--- src/rtl/video_memory_banked_pkg.sv ---
`default_nettype none
//------------------------------------------------------------------------------
// Module   : video_memory_banked_pkg
// Purpose  : Shared constants and the bus-port FSM state type for the banked
//            video memory controller.
// Contents : DATA_WIDTH        SRAM / bus data width (32)
//            BUS_ADDR_WIDTH    peripheral bus byte-address width (24)
//            BYTE_OFFSET_BITS  byte-in-word address bits (2)
//            BYTE_LANES        byte enables per word (4)
//            bus_state_t       bus-port FSM state encoding
// Revision : 1.0  initial release
//------------------------------------------------------------------------------
package video_memory_banked_pkg;

   localparam int DATA_WIDTH       = 32;
   localparam int BUS_ADDR_WIDTH   = 24;
   localparam int BYTE_OFFSET_BITS = 2;
   localparam int BYTE_LANES       = DATA_WIDTH / 8;

   typedef enum logic [1:0] {
      ST_IDLE      = 2'd0,
      ST_READ_WAIT = 2'd1,
      ST_CLEAR     = 2'd2
   } bus_state_t;

endpackage : video_memory_banked_pkg
`default_nettype wire

--- src/rtl/video_memory_bank_mux.sv ---
`default_nettype none
//------------------------------------------------------------------------------
// Module   : video_memory_bank_mux
// Purpose  : Selects one DATA_WIDTH word out of BANK_COUNT concatenated SRAM
//            output words. The select is expected to be a registered bank
//            index that lines up with the one-cycle SRAM read latency.
// Ports    : data_in   in  BANK_COUNT*DATA_WIDTH  bank b on [DW*b +: DW]
//            sel       in  SEL_BITS               bank index
//            data_out  out DATA_WIDTH             selected word
// Revision : 1.0  initial release
//------------------------------------------------------------------------------
module video_memory_bank_mux
   import video_memory_banked_pkg::*;
#(
   parameter int BANK_COUNT = 2,
   parameter int SEL_BITS   = 1
)(
   input  logic [BANK_COUNT*DATA_WIDTH-1:0] data_in,
   input  logic [SEL_BITS-1:0]              sel,
   output logic [DATA_WIDTH-1:0]            data_out
);

   always_comb begin
      data_out = '0;
      for (int b = 0; b < BANK_COUNT; b++) begin
         if (sel == SEL_BITS'(b)) begin
            data_out = data_in[b*DATA_WIDTH +: DATA_WIDTH];
         end
      end
   end

endmodule : video_memory_bank_mux
`default_nettype wire

--- src/rtl/video_memory_banked.sv ---
`default_nettype none
//------------------------------------------------------------------------------
// Module   : video_memory_banked
// Purpose  : Dual-port video memory controller over BANK_COUNT single-clock
//            SRAM macros. Port 0 (read/write) serves the peripheral bus with a
//            one-wait-state read; port 1 (read only) serves the video pipeline
//            at one word per cycle. Bus accesses outside the memory window are
//            decoded and dropped.
// Options  : VIDEO_MEMORY_CLEAR_EN - when defined, every reset is followed by a
//            clear pass that zeroes all banks in parallel, one word per cycle,
//            with the bus held busy until the pass completes.
// Ports    : clk, rst                  clock, synchronous active-high reset
//            peripheralBus_*           bus port (we/oe strobes, busy stall,
//                                      24-bit byte address, byte enables,
//                                      32-bit write / read data)
//            requestOutput             copy of peripheralBus_oe
//            video_request/_address    video read request and byte address
//            video_data/_dataValid     video read data, valid one cycle later
//            sram_*0                   SRAM port 0 (rw), per-bank csb
//            sram_*1                   SRAM port 1 (r), per-bank csb
// Revision : 1.0  initial release
//------------------------------------------------------------------------------
module video_memory_banked
   import video_memory_banked_pkg::*;
#(
   parameter  int SRAM_ADDRESS_SIZE = 9,
   parameter  int BANK_COUNT        = 2,
   localparam int BANK_SELECT_BITS  = $clog2(BANK_COUNT)
)(
   input  logic                                      clk,
   input  logic                                      rst,
   // peripheral bus
   input  logic                                      peripheralBus_we,
   input  logic                                      peripheralBus_oe,
   output logic                                      peripheralBus_busy,
   input  logic [BUS_ADDR_WIDTH-1:0]                 peripheralBus_address,
   input  logic [BYTE_LANES-1:0]                     peripheralBus_byteSelect,
   input  logic [DATA_WIDTH-1:0]                     peripheralBus_dataWrite,
   output logic [DATA_WIDTH-1:0]                     peripheralBus_dataRead,
   output logic                                      requestOutput,
   // video pipeline
   input  logic                                      video_request,
   input  logic [SRAM_ADDRESS_SIZE+BANK_SELECT_BITS+1:0] video_address,
   output logic [DATA_WIDTH-1:0]                     video_data,
   output logic                                      video_dataValid,
   // SRAM port 0 (read/write)
   output logic                                      sram_clk0,
   output logic [BANK_COUNT-1:0]                     sram_csb0,
   output logic                                      sram_web0,
   output logic [BYTE_LANES-1:0]                     sram_wmask0,
   output logic [SRAM_ADDRESS_SIZE-1:0]              sram_addr0,
   output logic [DATA_WIDTH-1:0]                     sram_din0,
   input  logic [BANK_COUNT*DATA_WIDTH-1:0]          sram_dout0,
   // SRAM port 1 (read only)
   output logic                                      sram_clk1,
   output logic [BANK_COUNT-1:0]                     sram_csb1,
   output logic [SRAM_ADDRESS_SIZE-1:0]              sram_addr1,
   input  logic [BANK_COUNT*DATA_WIDTH-1:0]          sram_dout1
);

   // Address field positions: [word | bank | window-check bits above]
   localparam int BANK_LSB   = SRAM_ADDRESS_SIZE + BYTE_OFFSET_BITS;
   localparam int WINDOW_LSB = BANK_LSB + BANK_SELECT_BITS;

`ifdef VIDEO_MEMORY_CLEAR_EN
   localparam bus_state_t RESET_STATE = ST_CLEAR;
`else
   localparam bus_state_t RESET_STATE = ST_IDLE;
`endif

   //---------------------------------------------------------------------------
   // Address decode
   //---------------------------------------------------------------------------
   logic [BANK_SELECT_BITS-1:0]  w_bus_bank;
   logic [SRAM_ADDRESS_SIZE-1:0] w_bus_word;
   logic                         w_bus_in_range;
   logic [BANK_SELECT_BITS-1:0]  w_vid_bank;
   logic [SRAM_ADDRESS_SIZE-1:0] w_vid_word;
   logic                         w_unused_bits;

   assign w_bus_bank     = peripheralBus_address[BANK_LSB +: BANK_SELECT_BITS];
   assign w_bus_word     = peripheralBus_address[BANK_LSB-1:BYTE_OFFSET_BITS];
   assign w_bus_in_range = (peripheralBus_address[BUS_ADDR_WIDTH-1:WINDOW_LSB] == '0);
   assign w_vid_bank     = video_address[BANK_LSB +: BANK_SELECT_BITS];
   assign w_vid_word     = video_address[BANK_LSB-1:BYTE_OFFSET_BITS];

   // Byte-offset bits never reach the word-wide SRAMs.
   assign w_unused_bits  = ^{peripheralBus_address[BYTE_OFFSET_BITS-1:0],
                             video_address[BYTE_OFFSET_BITS-1:0]};

   //---------------------------------------------------------------------------
   // Bus-port state
   //---------------------------------------------------------------------------
   bus_state_t                  state_q,       state_d;
   logic [BANK_SELECT_BITS-1:0] rd_bank_q,     rd_bank_d;
   logic                        rd_in_range_q, rd_in_range_d;
`ifdef VIDEO_MEMORY_CLEAR_EN
   logic [SRAM_ADDRESS_SIZE-1:0] clr_cnt_q,    clr_cnt_d;
`endif

   always_ff @(posedge clk) begin
      if (rst) begin
         state_q       <= RESET_STATE;
         rd_bank_q     <= '0;
         rd_in_range_q <= 1'b0;
      end else begin
         state_q       <= state_d;
         rd_bank_q     <= rd_bank_d;
         rd_in_range_q <= rd_in_range_d;
      end
   end

`ifdef VIDEO_MEMORY_CLEAR_EN
   // A reset in the middle of a clear pass restarts it from word 0.
   always_ff @(posedge clk) begin
      if (rst) begin
         clr_cnt_q <= '0;
      end else begin
         clr_cnt_q <= clr_cnt_d;
      end
   end
`endif

   always_comb begin
      state_d            = state_q;
      rd_bank_d          = rd_bank_q;
      rd_in_range_d      = rd_in_range_q;
`ifdef VIDEO_MEMORY_CLEAR_EN
      clr_cnt_d          = clr_cnt_q;
`endif
      peripheralBus_busy = 1'b0;
      sram_csb0          = '1;
      sram_web0          = 1'b1;
      sram_wmask0        = peripheralBus_byteSelect;
      sram_addr0         = w_bus_word;
      sram_din0          = peripheralBus_dataWrite;

      case (state_q)
         ST_IDLE: begin
            // A write completes in the cycle it is presented and wins over a
            // simultaneous read strobe.
            if (peripheralBus_we) begin
               sram_web0 = 1'b0;
               if (w_bus_in_range) begin
                  sram_csb0[w_bus_bank] = 1'b0;
               end
            end else if (peripheralBus_oe) begin
               peripheralBus_busy = 1'b1;
               if (w_bus_in_range) begin
                  sram_csb0[w_bus_bank] = 1'b0;
               end
               rd_bank_d     = w_bus_bank;
               rd_in_range_d = w_bus_in_range;
               state_d       = ST_READ_WAIT;
            end
         end

         ST_READ_WAIT: begin
            // SRAM data for the access launched last cycle is on dout0 now;
            // the strobes are ignored for this one cycle.
            state_d = ST_IDLE;
         end

`ifdef VIDEO_MEMORY_CLEAR_EN
         ST_CLEAR: begin
            peripheralBus_busy = 1'b1;
            sram_csb0          = '0;
            sram_web0          = 1'b0;
            sram_wmask0        = '1;
            sram_addr0         = clr_cnt_q;
            sram_din0          = '0;
            clr_cnt_d          = clr_cnt_q + 1'b1;
            if (clr_cnt_q == '1) begin
               state_d = ST_IDLE;
            end
         end
`endif

         default: begin
            state_d = ST_IDLE;
         end
      endcase
   end

   //---------------------------------------------------------------------------
   // Bus read data
   //---------------------------------------------------------------------------
   logic [DATA_WIDTH-1:0] w_bus_mux;

   video_memory_bank_mux #(
      .BANK_COUNT (BANK_COUNT),
      .SEL_BITS   (BANK_SELECT_BITS)
   ) u_bus_mux (
      .data_in  (sram_dout0),
      .sel      (rd_bank_q),
      .data_out (w_bus_mux)
   );

   // Out-of-window reads never enabled a bank, so dout0 is stale; force zero.
   assign peripheralBus_dataRead = ((state_q == ST_READ_WAIT) && rd_in_range_q)
                                   ? w_bus_mux : '0;
   assign requestOutput          = peripheralBus_oe;

   //---------------------------------------------------------------------------
   // Video port: fully pipelined, one request per cycle, one-cycle latency
   //---------------------------------------------------------------------------
   logic [BANK_SELECT_BITS-1:0] vid_bank_q,  vid_bank_d;
   logic                        vid_valid_q, vid_valid_d;
   logic [DATA_WIDTH-1:0]       w_vid_mux;

   always_ff @(posedge clk) begin
      if (rst) begin
         vid_bank_q  <= '0;
         vid_valid_q <= 1'b0;
      end else begin
         vid_bank_q  <= vid_bank_d;
         vid_valid_q <= vid_valid_d;
      end
   end

   always_comb begin
      vid_bank_d  = vid_bank_q;
      vid_valid_d = video_request;
      sram_csb1   = '1;
      sram_addr1  = w_vid_word;
      if (video_request) begin
         sram_csb1[w_vid_bank] = 1'b0;
         vid_bank_d            = w_vid_bank;
      end
   end

   video_memory_bank_mux #(
      .BANK_COUNT (BANK_COUNT),
      .SEL_BITS   (BANK_SELECT_BITS)
   ) u_video_mux (
      .data_in  (sram_dout1),
      .sel      (vid_bank_q),
      .data_out (w_vid_mux)
   );

   assign video_data      = vid_valid_q ? w_vid_mux : '0;
   assign video_dataValid = vid_valid_q;

   assign sram_clk0 = clk;
   assign sram_clk1 = clk;

endmodule : video_memory_banked
`default_nettype wire

--- config.mk ---
export PLATFORM = sky130hd
export DESIGN_NAME = video_memory_banked
export DESIGN_NICKNAME = d
export VERILOG_FILES = /design/src/rtl/video_memory_banked_pkg.sv /design/src/rtl/video_memory_bank_mux.sv /design/src/rtl/video_memory_banked.sv
export SDC_FILE = /design/constraint.sdc
export NUM_CORES = 1
export LEC_CHECK = 0
export CORE_AREA = 2 2 130 132
export CTS_CLUSTER_SIZE = 28
export DETAILED_ROUTE_END_ITERATION = 16
export DIE_AREA = 0 0 132 134
export GPL_TIMING_DRIVEN = 0
export PLACE_DENSITY = 0.52
export SLEW_MARGIN = 20
export SYNTH_ARGS = -nofsm -noshare
export SYNTH_HDL_FRONTEND = slang
export SYNTH_SLANG_ARGS = --single-unit
--- constraint.sdc ---
create_clock -name clk -period 1.7 [get_ports clk]
set_input_delay 0.34 -clock clk [delete_from_list [all_inputs] [get_ports clk]]
set_output_delay 0.34 -clock clk [all_outputs]
set_load 0.02 [all_outputs]
Yosys cells after proc, flatten, opt, wreduce, memory -nomap -nowiden
Cells that the tools add are included.

operators by class
  order comparisons = 4
  reductions and logical operators = 8
  mux-type cells = 18
  bitwise logic cells = 4

operator list
  cell                                                       count
  two-way mux 32 bit                                         4
  logical NOT 12 bit                                         1
  two-way mux 2 bit                                          5
  two-way mux 1 bit                                          7
  < comparator 1 x 2 -> 1 bit (second input constant)        2
  NOT 2 bit                                                  2
  logical AND 1 bit                                          3
  AND reduction 3 bit                                        1
  demux 1 bit (select 1 bit)                                 2
  greater-or-equal comparator 1 bit (second input constant)  2
  logical NOT 2 bit                                          1
  NOT 1 bit                                                  2
  AND reduction 2 bit                                        1
  OR reduction 2 bit                                         1

word-level totals
  word-level logic and storage cells = 39
  input bits = 205
  bits in registers = 5
  output and inout port bits = 128

Depth between registers and ports, before layout
  depth after elaboration = 9
  gate-level depth with buffers = 4
  depth with buffers taken out = 4

Cells and area by module
A second synthesis with hierarchy kept.

second synthesis, totals
  cells, all modules = 230
  area, all modules = 2184.6 um2

modules (own cells, without submodules)
  module                 sequential area each (um2)  cells an instance  area an instance (um2)  times used
  video_memory_banked    100.1                       158                1096.1                  1
  video_memory_bank_mux  0.0                         36                 544.3                   2

==> results_dict.tcl <==
set metrics [dict create \
    status "finished with violations" \
    failed_checks "negative setup slack" \
    setup_tns_ns -3.09 \
    critPathRequiredTime_ns 1.36 \
    grt_pass1_vias 3007 \
    crit_arrival_ns 1.59 \
    hpwl_um 8650 \
    min_to "rd_in_range_q" \
    synth_area_leaders "mux2i_1 38%, buf_4 25%, nor2b_1 12%" \
    rsz0062_at_grt "yes" \
    chipHeight_um 134 \
    grt-ovfl-total 0 \
    rr_endpoint "rd_in_range_q" \
    crit_chain "buf_6 > or4_4 > or4_4 > buf_6" \
    dieWidth_um 132 \
    port_buffers 274 \
    p_per_area_nw_per_um2 444 \
    hold_viol_final 0 \
    yosysSeqAreaShare_pct 5.94 \
    layout_common_cells "187 x clkdlybuf4s50_1, 105 x buf_4, 56 x mux2i_1" \
    postRouteAntennaNets 0 \
    critPathCaptureType "output pin" \
    place_area_sq_um 4710 \
    worstPathMaxFanout 3 \
    start_util_pct 10.3 \
    boundaryPins 333 \
    regArea_sq_um 110 \
    gp_congestion 0.862 \
    grt_pass1_wl_um 16100 \
    netlist_instances 228 \
    final_common_cell "clkdlybuf4s50_1" \
    fin_hold_ws_ns 0.393 \
    wl_um 10900 \
    hold_depth 4 \
    drtIter0Drc 22 \
    maxSlewHeadroom_pct 82.6 \
    n_fill_cell 1696 \
    wl_per_cell_um 14.1 \
    cts_tree "built" \
    crit_slowest_cell "or4_4" \
    drcViolationCount 0 \
    synth-seq-cells 5 \
    leakagePower_nw 2.32 \
    drv_slew 0 \
    post-route-util_pct 32.9 \
    netlist_area_sq_um 1680 \
    yosysWarnings 0 \
    critPathKind "in -> out" \
    fmax_mhz 517 \
    worst_pin_slew_ns 0.260 \
    fp-row-count 47 \
    multiInputGateArea_sq_um 1210 \
    fin_nets 757 \
    syn_nets 433 \
    n_antenna_cell 0 \
    area_delta_synth_final_pct 219 \
    hp-class "in -> reg" \
    min_period_over_period_pct 114 \
    first_pass_iters 4 \
    drv_cap 0 \
    rrSetupSlack_ns 0.29 \
    dp_slack_ns -1.02 \
    grt_max_degree 11 \
    core_sq_um 16300 \
    clk_latency_ns 0.34 \
    dr_total_vias 2779 \
    drive_gt1_share_pct 40.1 \
    hp-start "peripheralBus_address[13]" \
    grtUsageTotal_pct 11.5 \
    routed_via_density 3.60 \
    clock_skew_ns 0.000111 \
    min_period_ns 1.93 \
    slowest_delay_ns 0.53 \
    irDropWorstVdd_uv 379 \
    die_area_sq_um 17700 \
    clkTransAtPathRegs_ns 0.03 \
    ys_types 19 \
    antenna_found_initial 0 \
    final_cell_area_sq_um 5370 \
    crit_path_start_kind "primary input" \
    reg2regPathDepth 4 \
    setup_viol 50 \
    worst_slack_ns -0.235 \
    yosysTopAreaCellShare_pct 38.0 \
    yosysTopAreaCell "mux2i_1" \
    crit_path_start "peripheralBus_address[22]" \
    r2r-start "state_q[0]" \
    avgSynthCellArea_sq_um 7.39 \
]
cells by family after synthesis:
group	synth area share (%)
buffers and inverters	29.2
AND/OR/NAND/NOR	25.4
flip-flops	5.94
multiplexers	38.0
AO/OA/AOI/OAI	1.41
cells in the mapped netlist:
library cell   n
a21oi_1        2
buf_2          6
or3b_1         1
o22ai_1        1
nor2b_1       33
nor2_1        34
nand2b_1       3
or4_1          1
mux2i_1       64
nand4_1        1
nor4_1         2
or3_1          1
or4_4          1
nand2_1        6
clkbuf_1       8
o21bai_1       1
dfxtp_1        5
inv_1          1
buf_4         57
final cells by class:
type                    count  share of cell area, %
multi-input cells         151                   22.5
repair buffers            319                   56.9
flip-flops and latches      5                   2.05
inverters                   1                 0.0699
plain buffers              65                   9.63
clock buffers              10                   3.75
well taps                 220                   5.13
metal layers:
layer	vias up	share of wire, %	track usage [%]
met5	-	0	0
met4	0	1.1	2.78
met3	10	9.8	4.16
met2	206	54	22.8
met1	1217	35	11.3
li1	1346	-	-
critical path: cells and delay by family:
kind                   cells  cell delay [ns]
buffers and inverters      2             0.24
and+or+nand+nor            2             1.02
where the power goes:
part	switching [mW]	internal, mW
Clock	0.255	0.858
Sequential	0.0139	0.122
Combinational	0.397	0.735
Total	0.666	1.71
state kept, by name (all words and copies together), names as in the netlist:
name             flops
rd_bank_q            1
state_q              1
video_dataValid      1
vid_bank_q           1
rd_in_range_q        1
what timing repair did:
item | 4_1_cts | 5_1_grt
hold buffers | 0 | 0
pin swaps | 7 | 18
setup endpoints to repair | 74 | 67
resized for setup | 394 | 72
gates cloned | 6 | 0
buffers inserted | 36 | 13
how the worst max path moves through the flow:
stage | endpoint | slack, ns | cells past startpoint
floorplan | sram_csb0[0] | -0.03 | 2
global route | sram_csb0[0] | -0.25 | 4
finish | sram_csb0[0] | -0.23 | 4
detailed placement | sram_csb0[0] | -1.02 | 5
CTS | sram_csb0[0] | -0.27 | 4
global placement | sram_csb0[0] | -1.01 | 5
stage by stage:
step	power (mW)	std cells
2_1_floorplan	0.677	228
3_5_place_dp	1.36	722
5_1_grt	2.49	771
3_3_place_gp	1.36	722
4_1_cts	2.40	770
6_report	2.38	771
Note: power is estimated with default switching activity, not from simulation.
